## config.mk

```make
export PLATFORM = sky130hd
export DESIGN_NAME = load_store_unit_flat
export DESIGN_NICKNAME = d
export VERILOG_FILES = /design/src/rtl/load_store_unit_pkg.sv /design/src/rtl/load_store_unit_if.sv /design/src/rtl/load_store_unit_align.sv /design/src/rtl/load_store_unit.sv /design/src/flat_wrapper.sv
export SDC_FILE = /design/constraint.sdc
export NUM_CORES = 1
export LEC_CHECK = 0
export ABC_CLOCK_PERIOD_IN_PS = 5700
export CAP_MARGIN = 15
export CORE_ASPECT_RATIO = 0.6
export CORE_UTILIZATION = 35
export DETAILED_ROUTE_END_ITERATION = 7
export HOLD_SLACK_MARGIN = 0.05
export MAX_ROUTING_LAYER = met4
export PLACE_DENSITY = 0.69
export SETUP_SLACK_MARGIN = 0.05
export SYNTH_ARGS = -nofsm -noshare
export SYNTH_HDL_FRONTEND = slang
export SYNTH_SLANG_ARGS = --single-unit
export TNS_END_PERCENT = 100
```

## constraint.sdc

```tcl
create_clock -name clk -period 5.7 [get_ports clk]
set_clock_uncertainty 0.1 [all_clocks]
set_input_delay 1.14 -clock clk [delete_from_list [all_inputs] [get_ports clk]]
set_output_delay 1.14 -clock clk [all_outputs]
set_load 0.01 [all_outputs]
```

## src/rtl/load_store_unit_pkg.sv

```systemverilog
// Shared types and helpers for the RV32I load/store unit.
// Holds the funct3 encodings, FSM states and the error-check functions.
package lsu_pkg;

    localparam int LSU_XLEN = 32;

    typedef enum logic [2:0] {
        LSU_B  = 3'b000,
        LSU_H  = 3'b001,
        LSU_W  = 3'b010,
        LSU_BU = 3'b100,
        LSU_HU = 3'b101
    } funct3_e;

    typedef enum logic [1:0] {
        IDLE,
        READ,
        WRITE,
        RESP
    } state_e;

    function automatic logic is_misaligned(
        input logic [2:0] f3,
        input logic [1:0] a
    );
        logic r;
        r = 1'b0;
        case (f3)
            LSU_H, LSU_HU: r = a[0];
            LSU_W:         r = |a;
            default:       r = 1'b0;
        endcase
        return r;
    endfunction

    // Stores only know B/H/W; loads add the unsigned variants.
    function automatic logic is_illegal(
        input logic       we,
        input logic [2:0] f3
    );
        logic r;
        r = 1'b1;
        case (f3)
            LSU_B, LSU_H, LSU_W: r = 1'b0;
            LSU_BU, LSU_HU:      r = we;
            default:             r = 1'b1;
        endcase
        return r;
    endfunction

endpackage

```

## src/rtl/load_store_unit_if.sv

```systemverilog
// Request/response and RAM-side bundle of the load/store unit.
// master: core + RAM side; slave: the load/store unit itself.
interface lsu_if #(
    parameter int ADDR_W = 32
);
    logic              req_valid;
    logic              req_ready;
    logic              req_we;
    logic [2:0]        req_funct3;
    logic [ADDR_W-1:0] req_addr;
    logic [31:0]       req_wdata;
    logic              rsp_valid;
    logic              rsp_ready;
    logic [31:0]       rsp_rdata;
    logic              rsp_err;
    logic              mem_wr_en;
    logic [ADDR_W-1:0] mem_addr;
    logic [31:0]       mem_wdata;
    logic [31:0]       mem_rdata;

    modport master (
        output req_valid, req_we, req_funct3, req_addr, req_wdata,
        output rsp_ready, mem_rdata,
        input  req_ready, rsp_valid, rsp_rdata, rsp_err,
        input  mem_wr_en, mem_addr, mem_wdata
    );

    modport slave (
        input  req_valid, req_we, req_funct3, req_addr, req_wdata,
        input  rsp_ready, mem_rdata,
        output req_ready, rsp_valid, rsp_rdata, rsp_err,
        output mem_wr_en, mem_addr, mem_wdata
    );
endinterface

```

## src/rtl/load_store_unit_align.sv

```systemverilog
// Lane alignment for the load/store unit (purely combinational).
// In: funct3, addr[1:0], old_word, wdata. Out: load_ext, store_merged.
module lsu_align
    import lsu_pkg::*;
(
    input  logic [2:0]  funct3,
    input  logic [1:0]  addr,
    input  logic [31:0] old_word,
    input  logic [31:0] wdata,
    output logic [31:0] load_ext,
    output logic [31:0] store_merged
);

    logic [7:0]  w_byte;
    logic [15:0] w_half;

    always_comb begin
        w_byte = old_word[{addr, 3'b000} +: 8];
        w_half = addr[1] ? old_word[31:16] : old_word[15:0];

        load_ext = '0;
        case (funct3)
            LSU_B:   load_ext = {{24{w_byte[7]}}, w_byte};
            LSU_BU:  load_ext = {24'b0, w_byte};
            LSU_H:   load_ext = {{16{w_half[15]}}, w_half};
            LSU_HU:  load_ext = {16'b0, w_half};
            LSU_W:   load_ext = old_word;
            default: load_ext = '0;
        endcase

        store_merged = old_word;
        case (funct3)
            LSU_B: store_merged[{addr, 3'b000} +: 8] = wdata[7:0];
            LSU_H: begin
                if (addr[1]) store_merged[31:16] = wdata[15:0];
                else         store_merged[15:0]  = wdata[15:0];
            end
            LSU_W:   store_merged = wdata;
            default: store_merged = old_word;
        endcase
    end

endmodule

```

## src/rtl/load_store_unit.sv

```systemverilog
// RV32I load/store unit: turns LB/LH/LW/LBU/LHU/SB/SH/SW into word RAM
// accesses. Ports: clk, reset (async, active-high), bus (lsu_if.slave).
module load_store_unit
    import lsu_pkg::*;
#(
    parameter int ADDR_W = 32,
    parameter int DATA_W = 32
) (
    input  logic   clk,
    input  logic   reset,
    lsu_if.slave   bus
);

    state_e r_state;
    state_e w_next;

    logic              r_we;
    logic [2:0]        r_funct3;
    logic [ADDR_W-1:0] r_addr;
    logic [DATA_W-1:0] r_wdata;
    logic [DATA_W-1:0] r_old;
    logic [DATA_W-1:0] r_rdata;
    logic              r_err;

    logic              w_accept;
    logic              w_bad;
    logic [DATA_W-1:0] w_align_word;
    logic [DATA_W-1:0] w_load_ext;
    logic [DATA_W-1:0] w_store_merged;

    assign w_accept = bus.req_valid && (r_state == IDLE);
    assign w_bad    = is_illegal(bus.req_we, bus.req_funct3) ||
                      is_misaligned(bus.req_funct3, bus.req_addr[1:0]);

    always_ff @(posedge clk or posedge reset) begin
        if (reset) r_state <= IDLE;
        else       r_state <= w_next;
    end

    always_comb begin
        w_next = r_state;
        unique case (r_state)
            IDLE: begin
                if (w_accept) begin
                    if (w_bad)
                        w_next = RESP;
                    else if (bus.req_we && bus.req_funct3 == LSU_W)
                        w_next = WRITE;
                    else
                        w_next = READ;
                end
            end
            READ:    w_next = r_we ? WRITE : RESP;
            WRITE:   w_next = RESP;
            RESP:    if (bus.rsp_ready) w_next = IDLE;
            default: w_next = IDLE;
        endcase
    end

    always_ff @(posedge clk or posedge reset) begin
        if (reset) begin
            r_we     <= 1'b0;
            r_funct3 <= '0;
            r_addr   <= '0;
            r_wdata  <= '0;
            r_old    <= '0;
            r_rdata  <= '0;
            r_err    <= 1'b0;
        end else begin
            if (w_accept) begin
                r_we     <= bus.req_we;
                r_funct3 <= bus.req_funct3;
                r_addr   <= bus.req_addr;
                r_wdata  <= bus.req_wdata;
                r_err    <= w_bad;
                r_rdata  <= '0;
            end
            if (r_state == READ) begin
                r_old   <= bus.mem_rdata;
                r_rdata <= r_we ? '0 : w_load_ext;
            end
            if (r_state == WRITE) r_rdata <= '0;
        end
    end

    // READ extracts straight from the RAM; WRITE merges into the saved word.
    assign w_align_word = (r_state == READ) ? bus.mem_rdata : r_old;

    lsu_align u_align (
        .funct3       (r_funct3),
        .addr         (r_addr[1:0]),
        .old_word     (w_align_word),
        .wdata        (r_wdata),
        .load_ext     (w_load_ext),
        .store_merged (w_store_merged)
    );

    assign bus.req_ready = (r_state == IDLE);
    assign bus.rsp_valid = (r_state == RESP);
    assign bus.rsp_rdata = r_rdata;
    assign bus.rsp_err   = r_err;
    assign bus.mem_wr_en = (r_state == WRITE);
    assign bus.mem_addr  = {r_addr[ADDR_W-1:2], 2'b00};
    assign bus.mem_wdata = w_store_merged;

endmodule

```

## src/flat_wrapper.sv

```systemverilog
// flat-port wrapper written by rule: the top's interface ports become plain ports
module load_store_unit_flat import lsu_pkg::*;
#(
    parameter int ADDR_W = 32,
    parameter int DATA_W = 32
)
  (clk, reset, bus_req_valid, bus_req_we, bus_req_funct3, bus_req_addr, bus_req_wdata, bus_rsp_ready, bus_mem_rdata, bus_req_ready, bus_rsp_valid, bus_rsp_rdata, bus_rsp_err, bus_mem_wr_en, bus_mem_addr, bus_mem_wdata);
  lsu_if #(.ADDR_W(ADDR_W)) bus_i ();
  input  logic clk;
  input  logic reset;
  input wire logic [$bits(bus_i.req_valid)-1:0] bus_req_valid;
  input wire logic [$bits(bus_i.req_we)-1:0] bus_req_we;
  input wire logic [$bits(bus_i.req_funct3)-1:0] bus_req_funct3;
  input wire logic [$bits(bus_i.req_addr)-1:0] bus_req_addr;
  input wire logic [$bits(bus_i.req_wdata)-1:0] bus_req_wdata;
  input wire logic [$bits(bus_i.rsp_ready)-1:0] bus_rsp_ready;
  input wire logic [$bits(bus_i.mem_rdata)-1:0] bus_mem_rdata;
  output wire logic [$bits(bus_i.req_ready)-1:0] bus_req_ready;
  output wire logic [$bits(bus_i.rsp_valid)-1:0] bus_rsp_valid;
  output wire logic [$bits(bus_i.rsp_rdata)-1:0] bus_rsp_rdata;
  output wire logic [$bits(bus_i.rsp_err)-1:0] bus_rsp_err;
  output wire logic [$bits(bus_i.mem_wr_en)-1:0] bus_mem_wr_en;
  output wire logic [$bits(bus_i.mem_addr)-1:0] bus_mem_addr;
  output wire logic [$bits(bus_i.mem_wdata)-1:0] bus_mem_wdata;
  assign bus_i.req_valid = bus_req_valid;
  assign bus_i.req_we = bus_req_we;
  assign bus_i.req_funct3 = bus_req_funct3;
  assign bus_i.req_addr = bus_req_addr;
  assign bus_i.req_wdata = bus_req_wdata;
  assign bus_i.rsp_ready = bus_rsp_ready;
  assign bus_i.mem_rdata = bus_mem_rdata;
  assign bus_req_ready = bus_i.req_ready;
  assign bus_rsp_valid = bus_i.rsp_valid;
  assign bus_rsp_rdata = bus_i.rsp_rdata;
  assign bus_rsp_err = bus_i.rsp_err;
  assign bus_mem_wr_en = bus_i.mem_wr_en;
  assign bus_mem_addr = bus_i.mem_addr;
  assign bus_mem_wdata = bus_i.mem_wdata;
  load_store_unit #(.ADDR_W(ADDR_W), .DATA_W(DATA_W)) u_core (.clk(clk), .reset(reset), .bus(bus_i));
endmodule
```

**Word-level counts from Yosys, hierarchy flattened**

Cells that the tools add are included.
W data, S select, Z words.

- Register bits: 135
- Bits of input ports: 104
- Output and inout bits: 100
- Logic and storage cells: 56

- Add/sub/neg operators: 1
- Equality and inequality tests: 13
- Shift operators: 3
- Multiplexer cells: 19
- Reduce and logical (&&, ||, !) cells: 12

Operators with widths:

| cell | count |
|---|---|
| $mux W32 | 5 |
| $pmux W32 S5 | 1 |
| $pmux W32 S3 | 1 |
| $mux W16 | 3 |
| $bwmux W32 | 1 |
| $shift A8 B7 Y32 const A | 1 |
| $shiftx A32 B6 Y8 | 1 |
| $shiftx A8 B7 Y32 | 1 |
| $eq A3 B3 Y1 const B | 4 |
| $mux W2 | 4 |
| $pmux W2 S4 | 1 |
| $neg A5 Y7 | 1 |
| $eq A3 B1 Y1 const B | 2 |
| $eq A3 B2 Y1 const B | 2 |
| $logic_not A3 Y1 | 2 |
| $reduce_or A2 Y1 | 3 |
| $eq A2 B2 Y1 const B | 2 |
| $pmux W1 S2 | 2 |
| $reduce_bool A3 Y1 | 1 |
| $reduce_or A3 Y1 | 1 |
| $eq A2 B1 Y1 const B | 1 |
| $logic_and A1 B1 Y1 | 2 |
| $logic_not A2 Y1 | 1 |
| $ne A2 B1 Y1 const B | 1 |
| other kinds (4) | 4 |

**Longest topological paths before layout**

Gate-level depths: netlist of run 1.

- Depth in word-level cells: 7
- Depth in mapped cells: 10
- Mapped depth without buffers: 7

**Cells and area by module**

Synthesis of run 1 repeated with hierarchy kept, for this count alone.

- Cells, all modules: 648
- Area total of the unflattened synthesis: 7492.2 µm²

By module, submodules not included:

| module | instances | cells an instance | area an instance (µm²) | sequential area each (µm²) |
|---|---|---|---|---|
| load_store_unit | 1 | 347 | 5358.9 | 3378.2 |
| lsu_align | 1 | 301 | 2133.3 | 0.0 |

**Worst setup path before layout of run 1**

No wires, ideal clock.

- Path kind: reg2out
- Start point: register u_core.r_addr[1]
- End point: output bus_mem_wdata[24]
- Arrival time: 2.276 ns
- Data required time: 4.460 ns
- Setup slack: 2.184 ns
- Cell stages (with the launch flop): 10
- Buffers on the path: 3
- Cell sequence: dfrtp_1 > buf_2 > buf_1 > inv_1 > ha_1 > nor4bb_1 > and2_1 > buf_1 > a21oi_1 > o221ai_1

- Word-level cells in the longest chain between the ends: 4
- Elaborated cells between the ends (all ways): 6
- Classes of those cells: add/sub (1); shift (2); mux (3)

Ends and longest elaborated chain:

| what | RTL line | RTL |
|---|---|---|
| start, declared | load_store_unit.sv:19 | `logic [ADDR_W-1:0] r_addr;` |
| start signal, assigned | load_store_unit.sv:73 | `r_addr <= bus.req_addr;` |
| $neg A5 Y7 | load_store_unit_align.sv:33 | `LSU_B: store_merged[{addr, 3'b000} +: 8] = wdata[7:0];` |
| $shiftx A8 B7 Y32 or $shift A8 B7 Y32 (tied branches) | load_store_unit_align.sv:33 |  |
| $bwmux W32 | load_store_unit_align.sv:33 |  |
| $pmux W32 S3 * | load_store_unit_align.sv:32 | `case (funct3)` |
| end, declared | flat_wrapper.sv:24 | `output wire logic [$bits(bus_i.mem_wdata)-1:0] bus_mem_wdata;` |

Every way passes the cells marked *; elsewhere a longest branch is shown, timed or not.

**Final worst setup path of run 1**

- Start point: register u_core.r_state[1]
- End point: output bus_mem_wdata[28]

- Word-level cells in the longest chain between the ends: 4
- Elaborated cells between the ends (all ways): 5
- Classes of those cells: eq/ne (1); mux (4)

Ends and longest elaborated chain:

| what | RTL line | RTL |
|---|---|---|
| start, declared | load_store_unit.sv:14 | `state_e r_state;` |
| start signal, assigned | load_store_unit.sv:37 | `else r_state <= w_next;` |
| $eq A2 B1 Y1 * | load_store_unit.sv:87 | `assign w_align_word = (r_state == READ) ? bus.mem_rdata : r_old;` |
| $mux W32 * | n/a |  |
| net u_core.u_align.old_word[28] | load_store_unit_align.sv:8 | `input logic [31:0] old_word,` |
| $mux W16 or $bwmux W32 (tied branches) | load_store_unit_align.sv:35, load_store_unit_align.sv:33 |  |
| $pmux W32 S3 * | load_store_unit_align.sv:32 |  |

The timed path passes the listed nets; every way through them passes the cells marked *.

==> impl_metrics.json, run 1 <==
{
  "timing.rr.end": "u_core.bus.rsp_rdata[31]",
  "cts.repair.resized": 0,
  "holdPathStages": 2,
  "synthTopCellsByArea": "dfrtp_1 49%, mux2_2 12%, mux2i_1 3.6%, buf_4 3.5%, mux4_2 2.9%",
  "r2r_cells": 5,
  "cp.arrival_ps": 3530,
  "cts_tree": "done",
  "synth_area_per_cell_um2": 11.53,
  "post_cts_buffers": 0,
  "tightest_slew_ps": 943.1,
  "firstDrtPassIters": 5,
  "synth_warnings": 0,
  "synth_top_area_frac": 0.4898,
  "gp_congestion": 0.8932,
  "hpwl_mm": 16.42,
  "worstPathCellList": "inv_1, ha_2, buf_4, mux2i_1, inv_1, nand2_1, o221ai_1, clkdlybuf4s50_1",
  "ant_nets": 0,
  "viasPerCell": 5.430,
  "worstSetupEndpointType": "output pin",
  "dieArea_um2": 20290,
  "antenna_found_initial": 0,
  "min-delay-start": "u_core.bus.rsp_err",
  "synth_area_leader_cell": "dfrtp_1",
  "ff2ff_setup_slack_ps": 2860,
  "dpl-instance-area_um2": 8900,
  "htreeDepth": 4,
  "p_sw_frac": 0.4076,
  "slew_headroom": 0.3654,
  "fin_nets": 867,
  "r2r_start": "u_core.r_state[1]",
  "seq_area_frac_synth": 0.4898,
  "synth-seq-cells": 135,
  "die_y_um": 110.7,
  "setup_viol": 0,
  "leakage_nw": 3.968,
  "clock-sinks": 135,
  "crit_family": "buffers and inverters",
  "grt_max_degree": 101,
  "power_frac_seq": 0.267,
  "drc": 0,
  "path_buf_inv": 4,
  "fin_area_um2": 9540,
  "worst_skew_pair.late_latency_ps": 440,
  "cp_data_required_time_ps": 4460,
  "port_buffers": 201,
  "die_w_um": 183.2,
  "core_area_um2": 19180,
  "cts_buffers": 17,
  "synthesis.area_um2": 6898,
  "root_buffer": "clkbuf_16",
  "syn_to_final_growth_pct": 38.31,
  "period_share": 0.8374,
  "io_pins": 204,
  "synth_async_sr_flop_share": 1.000,
  "final.setup.worst_slack_ps": 927.1,
  "place_inst": 1001,
  "status": "completed",
  "ys.flop_type": "dfrtp_1",
  "critical_path_class": "flip-flop to output pin",
  "grt_overflow": 0,
  "drive_gt1_frac": 0.1812,
  "grt_pass1_vias": 5294,
  "cpMostUsedCell": "inv_1",
  "fmax_ghz": 0.2095,
  "drv_cap": 0,
  "dr_total_vias": 5609,
  "period_needed_ps": 4773,
  "synth_edf_count": 0,
  "synth_cells": 598,
  "grt_use_total": 0.2312,
  "grt_setup_unrepaired": "no",
  "cts_hold_buf": 0,
  "peakVddDrop_uv": 331.0,
  "clkPwrFrac": 0.179,
  "synthDistinctLibCells": 48,
  "p_sw_mw": 2.767,
  "maxSlewViolCount": 0,
  "cts_buffer_depth": 2,
  "p_int_mw": 4.022,
  "critPathMaxStageDelay_ps": 630,
  "diodes": 0,
  "drt_iter0_markers": 470,
  "pre_cts_slack_ps": 1493,
  "routedWlPerCell_um": 21.70,
  "synth_common_cells": "135 x dfrtp_1, 76 x mux2_2, 38 x nor2_1",
  "final_hold_viol_count": 0,
  "yosysMostFrequentCell": "dfrtp_1",
  "instances_no_fill": 1033,
  "setup_tns_ps": 0,
  "startpoint": "u_core.r_state[1]",
  "hp-class": "flip-flop to flip-flop",
  "cts.clk_slew.worst_paths_ps": 60,
  "crit_path_start_kind": "flip-flop",
  "critPathMaxFanout": 23,
  "initial_core_util": 0.3597,
  "grt_pass1_wl_mm": 33.59,
  "drt-total-wl_mm": 22.41,
  "p_comb_frac": 0.554,
  "row_count": 39,
  "crit_slowest_cell": "ha_2",
  "p_total_mw": 6.788,
  "hold_end": "u_core.bus.rsp_err",
  "cellPowerDensity_nw_per_um2": 711.5
}
-- placed cells by master, fill, tap and decap left out, types with 9 or more instances in the layout --
cell type and n:
o221a_1 18, nand2_1 25, mux4_2 9, a21oi_1 23, clkdlybuf4s50_1 201, a22oi_1 18
clkbuf_16 17, inv_1 32, dfrtp_1 135, nor2_1 38, mux2i_1 25, mux2_2 76
o21ai_0 28, o221ai_1 9
-- flip-flops by register name, summed over array words and instances (netlist names) --
register / flops
u_core.r_we: 1
u_core.r_addr: 32
u_core.r_state: 2
u_core.bus.rsp_rdata: 32
u_core.r_old: 32
u_core.bus.rsp_err: 1
u_core.r_wdata: 32
u_core.r_funct3: 3
-- metrics by stage --
stage                       util  hold slack (ps)
final                     0.4975            395.1
after global routing      0.4975            415.1
after CTS                 0.4975            404.1
after detailed placement  0.4641            389.1
after global placement    0.4641            365.1
after floorplan                -            375.1
-- cell families (layout without fill, tap and decap cells) --
| logic type | Yosys count | after routing | synth area share |
|---|---|---|---|
| AOI/OAI and AO/OA | 145 | 145 | 0.1611 |
| adders and majority gates | 9 | 9 | 0.01633 |
| buffers and inverters | 105 | 273 | 0.07800 |
| DFF | 135 | 135 | 0.4898 |
| muxes | 110 | 110 | 0.1897 |
| other | 1 | 2 | 0.0005436 |
| and+or+nand+nor | 93 | 93 | 0.06458 |
-- layer usage --
layer | vias up | wire length, µm | global-route usage
li1 | 2475 | - | -
met1 | 2807 | 11370 | 0.3604
met2 | 308 | 8516 | 0.2763
met3 | 19 | 2315 | 0.07326
met4 | 0 | 207 | 0.06167
met5 | - | 0 | -
-- power groups by stage --
stage	clock network (mW)	logic, mW	registers, mW
5_1_grt	1.27	4.04	1.86
4_1_cts	1.24	3.75	1.80
6_report	1.22	3.76	1.81
3_5_place_dp	0	3.73	1.82
3_3_place_gp	0	3.70	1.80
2_1_floorplan	0	2.38	1.67
-- worst reg2reg max path, cell delays in order, from the launching register on --
cell and delay (ps):
dfrtp_1 410, inv_1 100, ha_2 630, mux4_2 630
a221o_2 560, o221a_2 300
-- worst max path at each step --
stage                     depth (start not counted)                 end  slack, ps
after floorplan                                   1  u_core.bus.rsp_err        850
after global placement                            6   bus_mem_wdata[28]       1490
after detailed placement                          8   bus_mem_wdata[28]       1490
after CTS                                         8   bus_mem_wdata[28]       1000
after global routing                              7   bus_mem_wdata[24]        830
final                                             8   bus_mem_wdata[28]        930
-- cell type report --
type	instances	area (µm²)
clock buffers	17	425.4
clock inverters	15	215.2
fillers	1759	9637
inverters	33	128.9
multi-input cells	359	2995
flip-flops and latches	135	3378
well taps	266	332.8
repair buffers	208	2064
Note: power is estimated with default switching activity, not from simulation.
==> inputs of run 2 (changes only) <==
--- a/config.mk
+++ b/config.mk
@@ -5,7 +5,7 @@
 export SDC_FILE = /design/constraint.sdc
 export NUM_CORES = 1
 export LEC_CHECK = 0
-export ABC_CLOCK_PERIOD_IN_PS = 5700
+export ABC_CLOCK_PERIOD_IN_PS = 4570
 export CAP_MARGIN = 15
 export CORE_ASPECT_RATIO = 0.6
 export CORE_UTILIZATION = 35
==> constraint.sdc (replaced) <==
create_clock -name clk -period 4.57 [get_ports clk]
set_clock_uncertainty 0.1 [all_clocks]
set_input_delay 0.914 -clock clk [delete_from_list [all_inputs] [get_ports clk]]
set_output_delay 0.914 -clock clk [all_outputs]
set_load 0.01 [all_outputs]
==> impl_metrics.json, run 2 (synthesis gave the netlist of run 1 again) <==
{
  "dr_total_vias": 5464,
  "die_w_um": 183.2,
  "row_count": 39,
  "cts_tree": "done",
  "grt_overflow": 0,
  "period_needed_ps": 4223,
  "p_sw_frac": 0.4061,
  "ff2ff_setup_slack_ps": 1720,
  "drive_gt1_frac": 0.1856,
  "clock-sinks": 135,
  "hp-class": "flip-flop to flip-flop",
  "fillers": 1701,
  "cts_buffers": 17,
  "cp-endpoint": "bus_mem_wdata[28]",
  "dieArea_um2": 20290,
  "place_inst": 1010,
  "p_int_mw": 4.970,
  "crit_path_start_kind": "flip-flop",
  "maxSlewViolCount": 0,
  "cts.repair.resized": 0,
  "cts.clk_slew.worst_paths_ps": 60,
  "leakage_nw": 3.993,
  "syn_to_final_growth_pct": 38.85,
  "hold_ws_ps": 400.6,
  "antenna_found_initial": 0,
  "tightest_slew_ps": 1069,
  "critical_path_class": "flip-flop to output pin",
  "p_comb_frac": 0.575,
  "drc": 0,
  "cp_data_required_time_ps": 3560,
  "slew_headroom": 0.2816,
  "diodes": 0,
  "cts_buffer_depth": 2,
  "instances_no_fill": 1042,
  "period_share": 0.9242,
  "power_frac_seq": 0.264,
  "setup_tns_ps": 0,
  "worstSetupEndpointType": "output pin",
  "cp.arrival_ps": 3210,
  "root_buffer": "clkbuf_16",
  "p_total_mw": 8.368,
  "cts_hold_buf": 0,
  "status": "completed",
  "pre_cts_slack_ps": 831.2,
  "grt_pass1_wl_mm": 33.77,
  "grt_pass1_vias": 5366,
  "drv_cap": 0,
  "initial_core_util": 0.3597,
  "fin_nets": 876,
  "grt_use_total": 0.2347,
  "fmax_ghz": 0.2368,
  "gp_congestion": 0.8794,
  "critPathMaxFanout": 8,
  "firstDrtPassIters": 4,
  "crit_family": "buffers and inverters",
  "grt_setup_unrepaired": "no",
  "port_buffers": 201,
  "routedWlPerCell_um": 21.43,
  "timing.rr.end": "u_core.bus.rsp_rdata[30]",
  "final_cell_mix": "201 x clkdlybuf4s50_1, 135 x dfrtp_1, 76 x mux2_2, 38 x nor2_1, 32 x inv_1",
  "fin_area_um2": 9578,
  "path_buf_inv": 2,
  "final_hold_viol_count": 0,
  "r2r_cells": 6,
  "p_sw_mw": 3.398,
  "htreeDepth": 4,
  "setup_viol": 0,
  "grt_max_degree": 55,
  "die_y_um": 110.7,
  "hpwl_mm": 16.44,
  "cellPowerDensity_nw_per_um2": 873.6,
  "clkPwrFrac": 0.161,
  "drt-total-wl_mm": 22.33,
  "r2r_start": "u_core.r_state[1]",
  "worst_skew_pair.late_latency_ps": 430,
  "startpoint": "u_core.r_addr[0]",
  "min-delay-start": "u_core.r_addr[22]",
  "critPathMaxStageDelay_ps": 620,
  "crit_slowest_cell": "clkdlybuf4s50_1",
  "fin_util": 0.4994,
  "post_cts_buffers": 0,
  "peakVddDrop_uv": 460.6,
  "viasPerCell": 5.244,
  "dpl-instance-area_um2": 9004,
  "cp.depth": 7,
  "final.setup.worst_slack_ps": 346.6,
  "worstPathCellList": "inv_1, ha_1, nor4bb_1, and2_1, a21oi_1, o221ai_1, clkdlybuf4s50_1",
  "final_common_cell": "clkdlybuf4s50_1",
  "drt_iter0_markers": 486,
  "core_area_um2": 19180,
  "io_pins": 204,
  "ant_nets": 0
}
-- run 2: power by group through the flow --
stage	registers (mW)	logic, mW	clock network [mW]
2_1_floorplan	2.09	2.97	0
5_1_grt	2.27	5.15	1.42
4_1_cts	2.19	4.79	1.37
6_report	2.21	4.81	1.35
3_5_place_dp	2.21	4.75	0
3_3_place_gp	2.20	4.73	0
-- run 2: area by class of cell --
| class | count | area, µm² | share of cell area |
|---|---|---|---|
| flip-flops and latches | 135 | 3378 | 0.3527 |
| multi-input cells | 359 | 2995 | 0.3127 |
| repair buffers | 217 | 2170 | 0.2265 |
| clock buffers | 26 | 509.2 | 0.05317 |
| well taps | 266 | 332.8 | 0.03475 |
| inverters | 33 | 127.6 | 0.01332 |
| clock inverters | 6 | 65.06 | 0.006793 |
-- run 2: metal layers --
layer	wire, µm	global-route usage	vias to the layer above
li1	-	-	2497
met1	11510	0.3678	2662
met2	8295	0.2748	287
met3	2334	0.08081	18
met4	195	0.05944	0
met5	0	-	-
-- run 2: how the worst min path moves through the flow --
stage / depth (start not counted) / end
final: 1 / u_core.r_addr[22]
after global routing: 1 / u_core.r_addr[18]
after CTS: 1 / u_core.r_addr[22]
after detailed placement: 1 / u_core.r_addr[5]
after global placement: 2 / u_core.bus.rsp_err
after floorplan: 2 / u_core.r_old[10]
-- run 2: worst register-to-register path: stages, from the launching register on --
cell and delay, ps:
dfrtp_1 410, inv_1 90, ha_2 440, buf_12 260, mux4_2 560, a221o_2 560, o221a_2 300
